**config.mk**
```make
export PLATFORM = sky130hd
export DESIGN_NAME = class_argmax
export DESIGN_NICKNAME = d
export VERILOG_FILES = /design/src/rtl/class_argmax.sv
export SDC_FILE = /design/constraint.sdc
export NUM_CORES = 1
export LEC_CHECK = 0
export BUFFER_PORTS_ARGS = -buffer_cell sky130_fd_sc_hd__buf_4
export CORE_MARGIN = 1
export CORE_UTILIZATION = 49
export CTS_CLUSTER_DIAMETER = 100
export DETAILED_ROUTE_END_ITERATION = 10
export GPL_TIMING_DRIVEN = 0
export PLACE_DENSITY = 0.87
export SLEW_MARGIN = 20
export SYNTH_ARGS = -nofsm -noshare
export SYNTH_HDL_FRONTEND = slang
export SYNTH_SLANG_ARGS = --single-unit
```
**constraint.sdc**
```tcl
create_clock -name clk -period 4.2 [get_ports clk]
set_clock_uncertainty 0.15 [all_clocks]
set_input_delay 0.21 -clock clk [delete_from_list [all_inputs] [get_ports clk]]
set_output_delay 0.21 -clock clk [all_outputs]
set_load 0.1 [all_outputs]
```
**src/rtl/class_argmax.sv**
```systemverilog
// rtl/class_argmax.sv - streaming argmax over NUM_CLASSES IEEE-754 scores per frame
// Optional build macro: CLASS_ARGMAX_NAN_FILTER_EN (NaN scores never win)
module class_argmax #(
    parameter int NUM_CLASSES = 10,
    parameter int IDX_W       = 4
) (
    input  logic             clk,
    input  logic             rst,
    input  logic [31:0]      din,
    input  logic             tvalid_in,
    output logic             tready_in,
    input  logic             clear,
    output logic [IDX_W-1:0] dout,
    output logic [31:0]      max_score,
    output logic             tvalid_out,
    input  logic             tready_out
);

    localparam int CNT_W = (NUM_CLASSES > 1) ? $clog2(NUM_CLASSES) : 1;
    localparam logic [CNT_W-1:0] LAST_BEAT = CNT_W'(NUM_CLASSES - 1);

    typedef enum logic {
        ST_COLLECT,
        ST_OUTPUT
    } state_t;

    state_t           state;
    logic [CNT_W-1:0] cnt;
    logic             accept;
    logic             take;
    logic [31:0]      load_val;

    // IEEE-754 "a > b" on raw bits; +0 and -0 are equal.
    function automatic logic fp_gt(input logic [31:0] a, input logic [31:0] b);
        if (a[30:0] == '0 && b[30:0] == '0)
            return 1'b0;
        if (a[31] != b[31])
            return !a[31];
        if (!a[31])
            return a[30:0] > b[30:0];
        return a[30:0] < b[30:0];
    endfunction

`ifdef CLASS_ARGMAX_NAN_FILTER_EN
    function automatic logic is_nan(input logic [31:0] x);
        return (x[30:23] == 8'hFF) && (x[22:0] != '0);
    endfunction
`endif

    assign accept = tvalid_in && tready_in && (state == ST_COLLECT);

    always_comb begin
        take     = 1'b0;
        load_val = din;
`ifdef CLASS_ARGMAX_NAN_FILTER_EN
        // A NaN first beat is parked as the canonical quiet NaN so any real score displaces it.
        if (cnt == '0) begin
            take     = 1'b1;
            load_val = is_nan(din) ? 32'h7FC0_0000 : din;
        end else begin
            take = !is_nan(din) && (is_nan(max_score) || fp_gt(din, max_score));
        end
`else
        take = (cnt == '0) || fp_gt(din, max_score);
`endif
    end

    always_ff @(posedge clk or posedge rst) begin
        if (rst) begin
            state      <= ST_COLLECT;
            cnt        <= '0;
            tready_in  <= 1'b0;
            tvalid_out <= 1'b0;
            dout       <= '0;
            max_score  <= 32'h0000_0000;
        end else if (clear) begin
            state      <= ST_COLLECT;
            cnt        <= '0;
            tready_in  <= 1'b1;
            tvalid_out <= 1'b0;
        end else begin
            case (state)
                ST_COLLECT: begin
                    tready_in <= 1'b1;
                    if (accept) begin
                        if (take) begin
                            max_score <= load_val;
                            dout      <= IDX_W'(cnt);
                        end
                        if (cnt == LAST_BEAT) begin
                            state      <= ST_OUTPUT;
                            cnt        <= '0;
                            tready_in  <= 1'b0;
                            tvalid_out <= 1'b1;
                        end else begin
                            cnt <= cnt + CNT_W'(1);
                        end
                    end
                end
                ST_OUTPUT: begin
                    if (tready_out) begin
                        state      <= ST_COLLECT;
                        tready_in  <= 1'b1;
                        tvalid_out <= 1'b0;
                    end
                end
                default: begin
                    state      <= ST_COLLECT;
                    cnt        <= '0;
                    tvalid_out <= 1'b0;
                end
            endcase
        end
    end

endmodule

```
==> flow_summary.toml, run 1 <==
[global_routing]
grt.met1_usage_pct = 29.95
antenna_found_initial = 0
overflow = 0
use_met2_pct = 38.35
grt_pass1_wl_mm = 10.96
grt_busiest_layer = "met2"
first_global_vias = 2326
met3_usage_pct = 4.419
grt_max_degree = 28
grt_usage_pct = 23.02

[logic_synthesis]
ys_seq_area_share_pct = 37.51
syn_inst = 262
yosysUniqueCellTypes = 37
ys_ff_latch = 43
avgSynthCellArea_um2 = 10.95
synth_area_leaders = "dfrtp_1 38%, mux2_4 16%, ha_1 15%, inv_1 5.2%, nor4_1 3.5%"
synth_nets = 333
yosysWarnings = 0
synthesis.area_um2 = 2869
synth_top_area_cell = "dfrtp_1"
yosys.area.top_type_share_pct = 37.51

[timing]
max_freq_mhz = 324.3
relSlewSlack_pct = 71.06
whs_ps = 5.276
rsz0062_at_grt = "false"
period_minus_slack_ps = 3084
setup_violations = 0
maxSlewViolCount = 0
setup_tns_ps = 0
tightestPinTransition_ps = 430.1
finalCritPeriodShare_pct = 73.42
finalHoldViolations = 0
fin_ws_ps = 1116

[drt]
drt-pass1-iter-count = 5
wl_per_cell_um = 15.73
ant_nets = 0
via_per_inst = 5.535
drtIter0Drc = 132
wirelength_mm = 6.734
vias = 2369
drc = 0

[worst_setup_path]
cp_max_fo = 10
crit_top_cell = "a21oi_1"
start_kind = "input port"
endpoint_kind = "flop"
crit_chain = "dlygate4sd3_1 -> buf_4 -> ha_1 -> a21oi_1 -> a21oi_1 -> o31ai_1 -> a21boi_1 -> or3_4 -> o211ai_4 -> buf_12 -> mux2_4"
crit_buf_inv = 3
critPathTopFamily = "compound AO/OA/AOI/OAI gates"
critical_path_class = "in -> reg"
reg2reg_slack_ps = 1220
crit_path_top_delay_cell = "dlygate4sd3_1"
worstPathRequired_ps = 4240
cp.arrival_ps = 3120
critPathMaxStageDelay_ps = 530

[finish]
final_common_cell = "buf_4"
final_nets = 426
diodes = 0
drive_gt1_share_pct = 36.24
syn2layout_area_growth_pct = 31.23
layout_common_cells = "73 x buf_4, 43 x dfrtp_1, 39 x inv_1, 34 x ha_1, 30 x mux2_4"

[die]
die_h_um = 78.52
num_rows = 27
start_util_pct = 51.47
fp.dieArea_um2 = 6165
io_pins = 75
die_w_um = 78.52
core-area_um2 = 5574

[power]
cellPowerDensity_nw_per_um2 = 781.2
vdd_ir_drop_max_mv = 0.4592
power_w = 0.002941
p_leak_nw = 1.877

[clock_tree]
htree_num_levels = 2
path_clk_slew_ps = 80
cts_made_buffers = 5
cts_tree = "built"
cts_root_buf = "clkbuf_8"
cts_buffer_depth = 2
clk_latency_ps = 310
cts_sinks = 43

[run]
max_cap_violations = 0

[placement]
dpl.hpwl_mm = 5.112
pre_cts_ws_ps = 1276
numPortBuffers = 73
routabilityCongestion = 0.8351

[worst_hold_path]
hold_class = "in -> reg"

[status]
status = "finished, final reports clean"
==> cell usage after synthesis <==
cell type	instances
a211oi_2	1
mux2_4	30
nor3_1	2
or3_4	1
a21oi_2	2
nor4_2	2
nand3b_1	2
nor4_1	16
o311ai_2	1
and3_1	1
mux2i_1	2
a221oi_2	1
o21ai_1	1
a21boi_1	1
ha_1	34
a211oi_1	2
o211ai_4	1
nand3_1	5
mux2_2	3
nand2_1	12
a21o_1	2
o31ai_1	1
clkbuf_1	2
a31oi_1	1
a22oi_1	3
or2_2	1
buf_12	3
o21ai_0	8
and2_1	1
a21oi_1	15
nor2_1	8
nand4_1	9
nand2b_1	3
or4_1	1
inv_1	40
or3_1	1
dfrtp_1	43
==> flip-flops by register name, summed over array words and instances (netlist names) <==
name        cells
max_score      32
dout            4
tvalid_out      1
tready_in       1
cnt             4
state           1
==> per-layer routing <==
metal | vias up | wire length (um) | part of all wire [%]
met5 | - | 0 | 0
met3 | 14 | 265 | 3.9
met2 | 63 | 3318 | 49
met1 | 1167 | 3027 | 45
li1 | 1125 | - | -
met4 | 0 | 124 | 1.8
==> kinds of logic after synthesis <==
| kind of cell | Yosys count | share of synthesized area [%] |
|---|---|---|
| AND/OR/NAND/NOR | 65 | 12.87 |
| buffers and inverters | 45 | 7.588 |
| AO/OA/AOI/OAI | 40 | 9.638 |
| multiplexers | 35 | 17.58 |
| adder cells (fa/ha/maj) | 34 | 14.83 |
| flip-flops | 43 | 37.51 |
==> worst paths after layout <==
path	start	cells after the start	endpoint
min	din[25]	2	max_score[25]
max	din[2]	11	max_score[24]
max reg2reg	max_score[4]	10	max_score[24]
min in group asynchronous	rst	3	max_score[14]
max in group asynchronous	rst	4	max_score[26]
min reg2reg	dout[1]	1	dout[1]
==> final cells by class <==
class | count | area (um2)
multi-input cells | 174 | 1575
clock inverters | 2 | 35.03
clock buffers | 6 | 82.58
repair buffers | 86 | 688.2
plain buffers | 5 | 67.56
inverters | 40 | 150.1
fillers | 400 | 1809
well taps | 72 | 90.09
flip-flops and latches | 43 | 1076
==> report_power, final <==
part	switching (W)	leakage, nW	internal (W)	total [W]
sequential	0.000159	0.519	0.000545	0.000704
combinational	0.00133	1.30	0.000558	0.00189
clock	0.000152	0.0612	0.000193	0.000345
==> metrics by stage <==
stage          cells  cell area, um2  utilization [%]
2_1_floorplan    262            2869                -
3_3_place_gp     407            3507            62.92
3_5_place_dp     408            3527            63.28
4_1_cts          424            3725            66.82
5_1_grt          428            3765            67.54
6_report         428            3765            67.54
==> repair_timing <==
item	CTS	global route
gates resized for setup	0	0
setup buffers	0	0
hold buffers	8	4
endpoints found under the hold margin	23	4
Note: power is estimated with default switching activity, not from simulation.
==> run 2: changes to the inputs <==
--- a/config.mk
+++ b/config.mk
@@ -5,6 +5,7 @@
 export SDC_FILE = /design/constraint.sdc
 export NUM_CORES = 1
 export LEC_CHECK = 0
+export ABC_AREA = 1
 export BUFFER_PORTS_ARGS = -buffer_cell sky130_fd_sc_hd__buf_4
 export CORE_MARGIN = 1
 export CORE_UTILIZATION = 49
==> constraint.sdc (replaced) <==
create_clock -name clk -period 3.1 [get_ports clk]
set_clock_uncertainty 0.15 [all_clocks]
set_input_delay 0.155 -clock clk [delete_from_list [all_inputs] [get_ports clk]]
set_output_delay 0.155 -clock clk [all_outputs]
set_load 0.1 [all_outputs]
==> run 2 against run 1 <==
Compared with the run above: die area increased by 1.6%; final cell count increased by 36%; setup slack got worse by 550 ps; clock power increased by 14%; critical path depth increased by 6; combinational power decreased by 12%; clock-buffer cell count decreased by 1; global-route usage increased by 2.9 points.
==> flow_summary.toml, run 2 <==
[status]
status = "finished, final reports clean"

[finish]
layout_common_cells = "120 x nand2_1, 77 x buf_4, 53 x inv_1, 50 x nand3_1, 43 x dfrtp_1"
reg_top3 = "max_score (32), cnt (4), dout (4)"
largest_reg_flops = 32
utilization_pct = 71.75
final_nets = 582
final_common_cell = "nand2_1"
top_register = "max_score"
finalInstanceArea_um2 = 4024
syn2layout_area_growth_pct = 38.03
drive_gt1_share_pct = 20.70
diodes = 0

[global_routing]
grt_pass1_wl_mm = 12.74
grt_max_degree = 24
overflow = 0
grt_usage_pct = 25.92
antenna_found_initial = 0
first_global_vias = 2958

[timing]
finalHoldViolations = 0
fin_ws_ps = 562.5
whs_ps = 19.34
period_minus_slack_ps = 2538
maxSlewViolCount = 0
rsz0062_at_grt = "false"
max_freq_mhz = 394.1
finalCritPeriodShare_pct = 81.86
relSlewSlack_pct = 65.21
setup_violations = 0
tightestPinTransition_ps = 521.2
setup_tns_ps = 0

[worst_setup_path]
worstPathRequired_ps = 3150
cp.arrival_ps = 2590
reg2reg_slack_ps = 640
critical_path_class = "in -> reg"
start_kind = "input port"
cp_max_fo = 10
endpoint_kind = "flop"

[clock_tree]
clk_latency_ps = 300
htree_num_levels = 2
post_cts_buffers = 0
cts_root_buf = "clkbuf_8"
cts_tree = "built"
cts_buffer_depth = 2
cts_made_buffers = 5
cts_sinks = 43
path_clk_slew_ps = 100
cts_resized = 0
cts-hold-fix-buffers = 34

[drt]
wl_per_cell_um = 13.24
vias = 3001
routed-wl-met3_um = 393
via_per_inst = 5.139
ant_nets = 0
drt-pass1-iter-count = 5
drc = 0
wirelength_mm = 7.730
met1_length_mm = 3.323
dr.max_layer_used = "met4"
drtIter0Drc = 130
dr_wl_met2_mm = 3.871

[die]
core-area_um2 = 5608
io_pins = 75
die_w_um = 79.14
start_util_pct = 51.99
die_h_um = 79.14
fp.dieArea_um2 = 6262
num_rows = 27

[logic_synthesis]
syn_inst = 395
yosys.area.top_type_share_pct = 36.91
yosysMostFrequentCell = "nand2_1"
synth_area_leaders = "dfrtp_1 37%, nand2_1 15%, ha_1 15%, nand3_1 8.6%, inv_1 7.0%"
ys_ff_latch = 43
yosysWarnings = 0
synth_top_area_cell = "dfrtp_1"
synth_nets = 466
ys_seq_area_share_pct = 36.91
avgSynthCellArea_um2 = 7.380
synth-edff-count = 0
async_flop_share_pct = 100.0
netlist_top_cells_count = "120 x nand2_1, 54 x inv_1, 50 x nand3_1, 43 x dfrtp_1, 35 x nor2_1"
synth_top_flop_cell = "dfrtp_1"
yosysUniqueCellTypes = 21
synthesis.area_um2 = 2915

[placement]
routabilityCongestion = 0.8706
numPortBuffers = 74
pre_cts_ws_ps = 693.6
dpl_cell_area_um2 = 3588
dpl.hpwl_mm = 5.607

[power]
switching_share_pct = 55.60
cellPowerDensity_nw_per_um2 = 707.0
seq_power_share_pct = 27.7
p_leak_nw = 2.213
power.switching_w = 0.001582
vdd_ir_drop_max_mv = 0.5381
p_int_w = 0.001263
clkPwrFrac_pct = 13.8
combPwrFrac_pct = 58.5

[worst_hold_path]
hold_class = "in -> reg"

[run]
max_cap_violations = 0
==> run 2: cell types whose count changed in the layout (fill, tap and decap cells not counted), moves of 11 or more <==
cell	delta
nand2_1	+108
nand3_1	+45
mux2_4	-30
nor2_1	+27
dlygate4sd3_1	+22
nor4_1	-15
inv_1	+14
nand2_2	+11
==> run 2: power by group through the flow <==
stage          registers (W)  clock network, W  logic (W)
6_report            0.000787          0.000393    0.00166
4_1_cts             0.000783          0.000406    0.00166
3_3_place_gp        0.000790                 0    0.00157
3_5_place_dp        0.000794                 0    0.00162
2_1_floorplan        0.00156                 0   0.000471
5_1_grt             0.000802          0.000422    0.00177
==> run 2: cell type report <==
cell class              count  area [um2]
inverters                  54       202.7
plain buffers              10       71.32
clock buffers               5       68.82
flip-flops and latches     43        1076
clock inverters             3       26.28
multi-input cells         288        1565
well taps                  72       90.09
repair buffers            109       923.4
fillers                   431        1584
==> run 2: final timing paths <==
path,start,end,cells after the start
max reg2reg,max_score[30],max_score[26],16
max,din[30],max_score[26],17
max in group asynchronous,rst,max_score[1],4
min reg2reg,dout[1],dout[1],2
min,clear,tvalid_out,4
min in group asynchronous,rst,max_score[15],3
==> run 2: critical path, stage by stage <==
cell	delay [ps]
dlygate4sd3_1	540
buf_4	150
ha_1	300
nand2_1	80
nor2_1	170
nand4_1	150
nor2_1	160
nand2_1	70
nand2_1	70
nand2_1	50
nand2_1	60
nand2_2	70
nand2_4	130
nand2_4	110
buf_6	180
nand2_2	60
nand2_1	50
==> run 2: cell families after synthesis <==
group,synth area share (%)
DFF,36.91
buffers and inverters,9.399
and+or+nand+nor,35.32
xor gates and xnor gates,0.3005
AOI/OAI and AO/OA,3.476
adders and majority gates,14.59
==> run 2: through the flow <==
stage | instances | total power [W]
2_1_floorplan | 395 | 0.002034
3_3_place_gp | 541 | 0.002362
3_5_place_dp | 542 | 0.002413
4_1_cts | 584 | 0.002849
5_1_grt | 584 | 0.002998
6_report | 584 | 0.002845
==> run 2: per-layer routing <==
layer | track usage (%) | up-vias
met5 | 0 | -
met4 | 10.91 | 0
met3 | 4.138 | 16
met2 | 46.64 | 117
met1 | 30.31 | 1383
li1 | - | 1485
